--- config.mk ---
export PLATFORM = sky130hd
export DESIGN_NAME = ex_hazard_ctrl
export DESIGN_NICKNAME = d
export VERILOG_FILES = /design/src/rtl/hazard_pkg.sv /design/src/rtl/hazard_scoreboard.sv /design/src/rtl/ex_hazard_ctrl.sv
export SDC_FILE = /design/constraint.sdc
export NUM_CORES = 1
export LEC_CHECK = 0
export CORE_MARGIN = 10
export CORE_UTILIZATION = 49
export CTS_CLUSTER_DIAMETER = 60
export DETAILED_ROUTE_END_ITERATION = 16
export PLACE_DENSITY = 0.83
export SLEW_MARGIN = 20
export SYNTH_ARGS = -nofsm -noshare
export SYNTH_HDL_FRONTEND = slang
export SYNTH_SLANG_ARGS = --single-unit
--- constraint.sdc ---
create_clock -name clk -period 2.5 [get_ports clk]
set_input_delay 0.5 -clock clk [delete_from_list [all_inputs] [get_ports clk]]
set_output_delay 0.5 -clock clk [all_outputs]
set_load 0.005 [all_outputs]
--- src/rtl/hazard_pkg.sv ---
// rtl/hazard_pkg.sv - shared types and encodings for the EX hazard/forwarding controller
// Contents:
//   SB_RD_W          destination-register width carried by scoreboard entries
//   FWD_*            operand forward-select encodings
//   sb_entry_t       in-flight writer record {valid, wr, rd, load}
//   flush_state_t    flush FSM states (RUN, FLUSH)
package hazard_pkg;

    localparam int SB_RD_W = 6;

    localparam logic [1:0] FWD_REG = 2'b00;
    localparam logic [1:0] FWD_MEM = 2'b01;
    localparam logic [1:0] FWD_WB  = 2'b10;

    typedef struct packed {
        logic               valid;
        logic               wr;
        logic [SB_RD_W-1:0] rd;
        logic               load;
    } sb_entry_t;

    typedef enum logic {
        RUN,
        FLUSH
    } flush_state_t;

endpackage

--- src/rtl/hazard_scoreboard.sv ---
// rtl/hazard_scoreboard.sv - 3-deep EX/MEM/WB writer scoreboard with source-match outputs
// Ports:
//   clk, rst                 clock, asynchronous active-high reset
//   push_en, push_entry      entry entering EX this edge; bubble when push_en = 0
//   rs, rt, uses_rs, uses_rt sources of the instruction currently in ID
//   ex_hit_a/b               current EX entry writes the used rs/rt
//   mem_hit_a/b              current MEM entry writes the used rs/rt
//   ex_load_hit              EX entry is a load whose rd is a used source
//   wb_entry                 current WB entry (covered by the regfile bypass)
module hazard_scoreboard
    import hazard_pkg::*;
(
    input  logic               clk,
    input  logic               rst,
    input  logic               push_en,
    input  sb_entry_t          push_entry,
    input  logic [SB_RD_W-1:0] rs,
    input  logic [SB_RD_W-1:0] rt,
    input  logic               uses_rs,
    input  logic               uses_rt,
    output logic               ex_hit_a,
    output logic               ex_hit_b,
    output logic               mem_hit_a,
    output logic               mem_hit_b,
    output logic               ex_load_hit,
    output sb_entry_t          wb_entry
);

    sb_entry_t ex_entry;
    sb_entry_t mem_entry;

    always_ff @(posedge clk or posedge rst) begin
        if (rst) begin
            ex_entry  <= '0;
            mem_entry <= '0;
            wb_entry  <= '0;
        end else begin
            wb_entry  <= mem_entry;
            mem_entry <= ex_entry;
            ex_entry  <= push_en ? push_entry : '0;
        end
    end

    logic ex_writes;
    logic mem_writes;

    assign ex_writes  = ex_entry.valid & ex_entry.wr;
    assign mem_writes = mem_entry.valid & mem_entry.wr;

    assign ex_hit_a  = ex_writes  & uses_rs & (ex_entry.rd  == rs);
    assign ex_hit_b  = ex_writes  & uses_rt & (ex_entry.rd  == rt);
    assign mem_hit_a = mem_writes & uses_rs & (mem_entry.rd == rs);
    assign mem_hit_b = mem_writes & uses_rt & (mem_entry.rd == rt);

    assign ex_load_hit = ex_entry.load & (ex_hit_a | ex_hit_b);

endmodule

--- src/rtl/ex_hazard_ctrl.sv ---
// rtl/ex_hazard_ctrl.sv - EX-stage hazard, forwarding and flush controller
// Ports:
//   clk, rst            clock, asynchronous active-high reset
//   id_*                decoded fields of the instruction in ID
//   br_taken_ex         branch/jump in EX resolved taken this cycle
//   stall_o, flush_o    combinational IF/ID hold and ID kill
//   issue_ex            registered: valid instruction in EX
//   alu_src2_ex         registered: operand A is PC
//   fwd_a_ex, fwd_b_ex  registered: operand forward selects (00 reg, 01 MEM, 10 WB)
module ex_hazard_ctrl
    import hazard_pkg::*;
#(
    parameter int REG_AW       = SB_RD_W,
    parameter int FLUSH_CYCLES = 2
) (
    input  logic              clk,
    input  logic              rst,
    input  logic              id_valid,
    input  logic [REG_AW-1:0] id_rs,
    input  logic [REG_AW-1:0] id_rt,
    input  logic [REG_AW-1:0] id_rd,
    input  logic              id_uses_rs,
    input  logic              id_uses_rt,
    input  logic              id_wr_en,
    input  logic              id_is_load,
    input  logic              id_use_pc,
    input  logic              br_taken_ex,
    output logic              stall_o,
    output logic              flush_o,
    output logic              issue_ex,
    output logic              alu_src2_ex,
    output logic [1:0]        fwd_a_ex,
    output logic [1:0]        fwd_b_ex
);

    localparam int CNT_W = (FLUSH_CYCLES > 1) ? $clog2(FLUSH_CYCLES) : 1;

    flush_state_t state, state_n;
    logic [CNT_W-1:0] cnt, cnt_n;

    logic      ex_hit_a, ex_hit_b, mem_hit_a, mem_hit_b, ex_load_hit;
    logic      issue;
    logic [1:0] fwd_a, fwd_b;
    sb_entry_t push_entry;

    assign push_entry = '{valid: 1'b1, wr: id_wr_en, rd: id_rd, load: id_is_load};

    hazard_scoreboard u_sb (
        .clk         (clk),
        .rst         (rst),
        .push_en     (issue),
        .push_entry  (push_entry),
        .rs          (id_rs),
        .rt          (id_rt),
        .uses_rs     (id_uses_rs),
        .uses_rt     (id_uses_rt),
        .ex_hit_a    (ex_hit_a),
        .ex_hit_b    (ex_hit_b),
        .mem_hit_a   (mem_hit_a),
        .mem_hit_b   (mem_hit_b),
        .ex_load_hit (ex_load_hit),
        .wb_entry    ()
    );

    // Flush has priority: a wrong-path instruction must never hold the front end.
    assign flush_o = br_taken_ex | (state == FLUSH);
    assign stall_o = id_valid & ~flush_o & ex_load_hit;
    assign issue   = id_valid & ~stall_o & ~flush_o;

    // The EX producer will sit in MEM when this instruction reaches EX, hence
    // EX hit -> MEM result and MEM hit -> WB result. Nearest producer wins.
    assign fwd_a = id_use_pc ? FWD_REG :
                   ex_hit_a  ? FWD_MEM :
                   mem_hit_a ? FWD_WB  : FWD_REG;
    assign fwd_b = ex_hit_b  ? FWD_MEM :
                   mem_hit_b ? FWD_WB  : FWD_REG;

    always_ff @(posedge clk or posedge rst) begin
        if (rst) begin
            state <= RUN;
            cnt   <= '0;
        end else begin
            state <= state_n;
            cnt   <= cnt_n;
        end
    end

    // Branches seen while in FLUSH are ignored: EX holds a bubble then.
    always_comb begin
        state_n = state;
        cnt_n   = cnt;
        case (state)
            RUN: begin
                if (br_taken_ex && (FLUSH_CYCLES > 1)) begin
                    state_n = FLUSH;
                    cnt_n   = CNT_W'(FLUSH_CYCLES - 1);
                end
            end
            FLUSH: begin
                cnt_n = cnt - CNT_W'(1);
                if (cnt == CNT_W'(1)) begin
                    state_n = RUN;
                end
            end
            default: begin
                state_n = RUN;
                cnt_n   = '0;
            end
        endcase
    end

    always_ff @(posedge clk or posedge rst) begin
        if (rst) begin
            issue_ex    <= 1'b0;
            alu_src2_ex <= 1'b0;
            fwd_a_ex    <= FWD_REG;
            fwd_b_ex    <= FWD_REG;
        end else begin
            issue_ex    <= issue;
            alu_src2_ex <= issue & id_use_pc;
            fwd_a_ex    <= issue ? fwd_a : FWD_REG;
            fwd_b_ex    <= issue ? fwd_b : FWD_REG;
        end
    end

endmodule

==> out/qor.yml, run 1 <==
irDropWorstVdd_v: 0.000393
worst_r2r_startpoint: "u_sb.ex_entry[5]"
route.vias.total: 985
first_pass_grt_wire_length_mm: 4.92
criticalPathCategory: "input pin to output pin"
syn_inst: 104
cts_clk_pin_slew_worst_paths_ps: 120
detail_route.wirelength.met1_mm: 1.22
route.antenna.remaining_nets: 0
clock_tree.htree_level_count: 1
pin_count_of_the_biggest_net_entering_global_routing: 25
globalRouteOverflowTotal: 0
final_period_minus_worst_setup_slack_ps: 2460
drt_drc_violations_left: 0
cts-buffers-inserted: 3
slowest_stage: "sky130_fd_sc_hd__or4_4"
antenna_cells_inserted: 0
worst_ep_arrival_time_ps: 1960
post_drt_wl_per_cell_um: 16.6
ys_async_sr_fraction_pct: 100
syn_nets: 131
finalSetupTns_ps: 0
max_clock_freq_mhz: 406
fp.coreArea_mm2: 0.00221
layout-drive-gt1-share_pct: 27.4
chipHeight_um: 68.3
synth_cell_types: 24
detailed_place_hpwl_mm: 2.45
dp_worst_setup_slack_ps: -541
routed-wl-met3_um: 167
met2_length_mm: 1.76
cts_sinks: 24
powerDensity_mw_per_mm2: 505
setup_repair_after_global_routing_missed_its_margin: "no"
yosys_warnings: 0
clk_latency_ps: 310
cellLeakagePower_nw: 0.863
count_of_flip_flops_with_a_built_in_enable_after_synthesis: 0
clock-skew-final_ps: 1.43
required_ps: 2000
critical_path.max_fanout: 2
routed_wl_mm: 3.18
num-nets-final: 192
synth-seq-cells: 24
maxSlewViolCount: 0
post_synth_top_flop: "sky130_fd_sc_hd__dfrtp_1"
final_core_util_pct: 81.8
drtPass1Iterations: 4
timing.hold.worst.class: "register to register"
timing.critical_path.from_type: "input pin"
grtUsageTotal_pct: 13.9
most_used_standard_cell_by_instance_count_after_synthesis: "sky130_fd_sc_hd__dfrtp_1"
synth-seq-area-share_pct: 52.5
min-delay-start: "u_sb.ex_entry[3]"
maxCapViolCount: 0
portBuffers: 34
end_kind: "output pin"
status: "finished clean"
dpl.cell_count: 186
maxUsedRoutingLayer: "met4"
worst_path_largest_cell_delay_ps: 550
rows: 17
nFillCells: 127
netlist_area_mm2: 0.00114
worst_hold_slack_ps: 435
area_delta_synth_final_pct: 58.1
synth.cells.most_frequent: "sky130_fd_sc_hd__dfrtp_1, sky130_fd_sc_hd__xnor2_1, sky130_fd_sc_hd__nand2_1, sky130_fd_sc_hd__nor2_1"
place.gp.congestion: 0.879
boundaryPins: 35
post-route-period-util_pct: 98.5
finalWorstSetupSlack_ps: 37.9
ctsRootBufferMaster: "sky130_fd_sc_hd__clkbuf_4"
chipWidth_um: 68.3
tritoncts: "yes"
setup_viol_count_final: 0
synth.area.top_cells: "sky130_fd_sc_hd__dfrtp_1, sky130_fd_sc_hd__xnor2_1, sky130_fd_sc_hd__xor2_1"
drt-vias-per-instance: 5.13
max-slew-margin-rel_pct: 67.6
synthesis.area_per_instance_um2: 11.0
placed_area_mm2: 0.00167
finish.cell_count_without_fillers: 192
initialDrtViolationCount: 41
report.final.hold_viol_count: 0
grt_antenna_before_repair: 0
vias_in_the_first_global_route: 1073
most_area_hungry_cell_type_in_the_yosys_netlist: "sky130_fd_sc_hd__dfrtp_1"
fin_total_pwr_uw: 913
clk_buf_depth: 2
fin_area_mm2: 0.00181
cp_cell_sequence: "clkdlybuf4s50_1 > nand3_1 > or4_4 > a211oi_2 > buf_2"
tightest_slew_ps: 486
start_util_pct: 51.8
launching_element_of_the_worst_setup_path: "id_uses_rs"
synth_top_area_share_pct: 52.5
dieArea_mm2: 0.00467
[critical path, delay by kind of cell]
family                 cells  cell delay, ps
AND/OR/NAND/NOR            2             620
buffers and inverters      2             630
AO/OA/AOI/OAI              1             210
[placed cells by master, fill, tap and decap left out, drive strengths merged]
cell,synthesis,layout
nand4,3,3
a211oi,1,1
nand4b,1,1
buf,0,23
or4,2,2
o211a,1,1
or3,1,1
clkdlybuf4s50,0,21
nor3,3,3
and4,3,3
xor2,6,6
nand2,12,12
dlygate4sd2,0,6
inv,4,4
nand3,6,6
clkbuf,0,4
nor3b,1,1
dfrtp,24,24
a21oi,1,1
nor2,12,12
o22ai,1,1
nor4,2,2
mux2i,1,1
dlymetal6s2s,0,6
xnor2,18,18
nand3b,1,1
[kinds of logic after synthesis]
logic type,after synthesis,synth area share (%)
XOR/XNOR,24,18.4
flip-flops,24,52.5
AO/OA/AOI/OAI,4,3.50
multiplexers,1,0.874
buffers and inverters,4,1.31
AND/OR/NAND/NOR,47,23.5
[layer usage]
layer	track usage, %	up-vias
met5	0	-
met4	3.77	0
met3	2.77	4
met2	24.5	28
met1	16.6	481
li1	-	472
[area by class of cell]
| type | count | area [µm²] | share of cell area [%] |
|---|---|---|---|
| Multi-Input combinational cell | 76 | 613 | 33.9 |
| Clock buffer | 4 | 36.3 | 2.00 |
| Sequential cell | 24 | 603 | 33.3 |
| Tap cell | 28 | 35.0 | 1.94 |
| Inverter | 4 | 15.0 | 0.829 |
| Timing Repair Buffer | 56 | 508 | 28.1 |
[timing repair]
action,4_1_cts,5_1_grt
endpoints found under the setup margin,1,1
hold buffers,0,0
gates resized for setup,16,13
setup buffers,1,1
pin swaps,4,5
[power by group]
| part | internal [mW] | switching, mW |
|---|---|---|
| clock | 0.0889 | 0.111 |
| sequential | 0.428 | 0.0494 |
| combinational | 0.137 | 0.0984 |
| total | 0.654 | 0.259 |
[registers in the layout (all words and copies together) (netlist names)]
signal / count
fwd_a_ex: 2
u_sb.ex_entry: 8
alu_src2_ex: 1
fwd_b_ex: 2
cnt: 1
state: 1
u_sb.mem_entry: 8
issue_ex: 1
[path summary, 6_finish.rpt]
| path | endpoint | slack, ps | cells after the start |
|---|---|---|---|
| setup reg to reg | fwd_b_ex[1] | 770 | 5 |
| max in group asynchronous | u_sb.ex_entry[5] | 1720 | 3 |
| hold / removal | u_sb.mem_entry[3] | 440 | 0 |
| hold reg to reg | u_sb.mem_entry[3] | 440 | 0 |
| min in group asynchronous | u_sb.ex_entry[7] | 530 | 3 |
| setup / recovery | stall_o | 40 | 5 |
(Power assumes the default switching activity.)
==> run 2: changes to the inputs <==
- CORE_ASPECT_RATIO: default -> 1.1
==> run 2 against run 1 <==
  * The flow now finishes with violations (negative setup slack)
  * Die area hardly changed
  * Via count is 19% higher
  * Sequential share of layout area is 2.8 points lower
  * Largest power group unchanged
  * Fmax is 3.3% lower
  * Largest cell class unchanged
  * Global-route usage is 4.6 points higher
==> out/qor.yml, run 2 (synthesis results as in run 1) <==
status: "finished with violations"
violations: "negative setup slack"
tritoncts: "yes"
report.final.hold_viol_count: 0  # unchanged
irDropWorstVdd_v: 0.000595  # +51%
drtPass1Iterations: 4  # unchanged
cpMostUsedCell: "sky130_fd_sc_hd__buf_4"
pin_count_of_the_biggest_net_entering_global_routing: 25  # unchanged
vias_in_the_first_global_route: 1286  # +20%
routed_wl_mm: 4.63  # +46%
fp.coreArea_mm2: 0.00223  # +0.79%
route.antenna.remaining_nets: 0  # unchanged
required_ps: 2750  # +750 ps
fin_area_mm2: 0.00198  # +9.3%
clk_latency_ps: 340  # +30 ps
grtUsageTotal_pct: 18.5  # +4.6 points
end_kind: "register"
timing.hold.worst_path_depth: 0  # unchanged
portBuffers: 34  # unchanged
area_delta_synth_final_pct: 72.9
tightest_slew_ps: 333  # -152 ps
pwr-share-comb_pct: 31.1  # +5.3 points
critical_path.max_fanout: 5  # +3
cts-buffers-inserted: 3  # unchanged
ctsRootBufferMaster: "sky130_fd_sc_hd__clkbuf_4"
rrSetupSlack_ps: -50  # -820 ps
rows: 18  # +1
cp_cell_sequence: "xnor2_2 > buf_4 > buf_4 > buf_4 > buf_4 > buf_4 > buf_4 > buf_4 > buf_4 > buf_4 > buf_4 > nand4b_1 > o22ai_4 > nor2_1"
cellLeakagePower_nw: 0.885  # +2.5%
detail_route.wirelength.met1_mm: 1.64  # +34%
final_period_minus_worst_setup_slack_ps: 2550  # +84.1 ps
drt_drc_violations_left: 0  # unchanged
criticalPathCategory: "register to register"
maxUsedRoutingLayer: "met4"
finalSetupTns_ps: -46.1  # -46.1 ps
worst_r2r_startpoint: "u_sb.ex_entry[1]"
cts_sinks: 24  # unchanged
worst_path_largest_cell_delay_ps: 470  # -80 ps
first_pass_grt_wire_length_mm: 6.57  # +34%
post_drt_wl_per_cell_um: 22.0  # +33%
top_regs: "u_sb.ex_entry x8, u_sb.mem_entry x8"
worstReg2RegEnd: "issue_ex"
timing.hold.worst.class: "register to register"
slowest_stage: "sky130_fd_sc_hd__dfrtp_2"
drt-vias-per-instance: 5.58  # +8.7%
dpl.cell_count: 189  # +1.6%
min_to: "u_sb.mem_entry[5]"
mostFrequentLayoutCells: "sky130_fd_sc_hd__buf_4, sky130_fd_sc_hd__dfrtp_1, sky130_fd_sc_hd__clkdlybuf4s50_1"
placed_area_mm2: 0.00168  # +0.60%
initialDrtViolationCount: 70  # +71%
dieArea_mm2: 0.00467  # about the same
clk_buf_depth: 2  # unchanged
worst_hold_slack_ps: 479  # +43.7 ps
globalRouteOverflowTotal: 0  # unchanged
switching_share_pct: 31.7  # +3.4 points
powerDensity_mw_per_mm2: 513  # +1.7%
maxCapViolCount: 0  # unchanged
route.vias.total: 1171  # +19%
boundaryPins: 35  # unchanged
nFillCells: 90  # -29%
maxSlewViolCount: 0  # unchanged
setup_viol_count_final: 1  # +1
num-nets-final: 207  # +7.8%
max-slew-margin-rel_pct: 77.8  # +10 points
setup_repair_after_global_routing_missed_its_margin: "yes"
clockPowerShare_pct: 21.6  # -0.3 points
cts_clk_pin_slew_worst_paths_ps: 150  # +30 ps
finish.cell_count_without_fillers: 210  # +9.4%
internal_power_uw: 693  # +5.9%
detailed_place_hpwl_mm: 2.37  # -3.4%
worst_ep_arrival_time_ps: 2800  # +840 ps
max_clock_freq_mhz: 393  # -3.3%
netSwitchingPower_uw: 322  # +24%
timing.critical_path.from_type: "register"
place.gp.congestion: 0.872  # -0.86%
layout_commonest_cell: "sky130_fd_sc_hd__buf_4"
grt_antenna_before_repair: 1  # +1
chipWidth_um: 66.1  # -3.3%
sequentialPowerShare_pct: 47.3  # -5.0 points
start_util_pct: 51.3  # -0.41 points
met2_length_mm: 2.53  # +44%
layout-drive-gt1-share_pct: 36.9  # +9.4 points
post-route-period-util_pct: 102  # +3.4 points
min-delay-start: "u_sb.ex_entry[5]"
ff2ff_path_depth: 14  # +9
clock-skew-final_ps: 12.6  # +11.2 ps
chipHeight_um: 70.7  # +3.5%
clock_tree.htree_level_count: 1  # unchanged
finalWorstSetupSlack_ps: -46.1  # -84.1 ps
routed-wl-met3_um: 281  # +68%
## run 2: cell count changes in the layout (fill, tap and decap cells not counted), moves of 5 or more
cell	change
sky130_fd_sc_hd__buf_4	+12
sky130_fd_sc_hd__nor2_1	-6
sky130_fd_sc_hd__dlygate4sd2_1	+5
sky130_fd_sc_hd__dlymetal6s2s_1	-5
sky130_fd_sc_hd__nor2_2	+5
## run 2: critical path, delay by kind of cell (launching register included)
family                    cells  cell delay [ps]
buffers and inverters        10             1260
DFF                           1              470
and+or+nand+nor               2              400
AOI/OAI and AO/OA             1              160
xor gates and xnor gates      1              150
## run 2: area by class of cell
cell class                 instances  area [µm²]  area share, %
tap                               30        37.5           1.90
timing repair buffer              70         602           30.4
sequential                        24         603           30.5
antenna                            1        2.50          0.126
inverter                           4        15.0          0.759
clock buffer                       4        36.3           1.83
multi-input combinational         77         683           34.5
## run 2: timing repair
action                     in CTS  in global routing
pin swaps                       6                 18
setup buffers                  15                  2
cloned                          0                  1
gates resized for setup        24                 20
hold buffers                    0                  0
setup endpoints to repair       1                 11
## run 2: worst max-delay path by stage
stage | start | end | slack [ps] | cells after the start
global route | u_sb.ex_entry[1] | issue_ex | -100 | 14
global placement | id_rs[0] | stall_o | -470 | 6
CTS | u_sb.ex_entry[4] | stall_o | -10 | 5
floorplan | id_rs[0] | stall_o | 510 | 4
detailed placement | id_rs[4] | stall_o | -530 | 6
finish | u_sb.ex_entry[1] | issue_ex | -50 | 14
## run 2: per-layer routing
metal	vias up	GRT usage [%]
met1	570	18.5
met3	13	3.46
met2	72	33.4
met4	0	11.9
met5	-	0
li1	516	-
## run 2: power by group through the flow
stage          logic, mW  registers (mW)  clock network (mW)
6_report           0.316           0.480               0.219
5_1_grt            0.331           0.484               0.238
3_3_place_gp       0.208           0.475                   0
2_1_floorplan     0.0983           0.470                   0
4_1_cts            0.261           0.471               0.206
3_5_place_dp       0.215           0.479                   0
## run 2: through the flow
step           setup WS, ps  power [mW]  utilization (%)
4_1_cts               -10.6       0.938             83.4
3_5_place_dp           -533       0.694             75.4
5_1_grt               -95.6        1.05             88.8
2_1_floorplan           514       0.568                -
6_report              -46.1        1.02             88.8
3_3_place_gp           -469       0.683             75.4
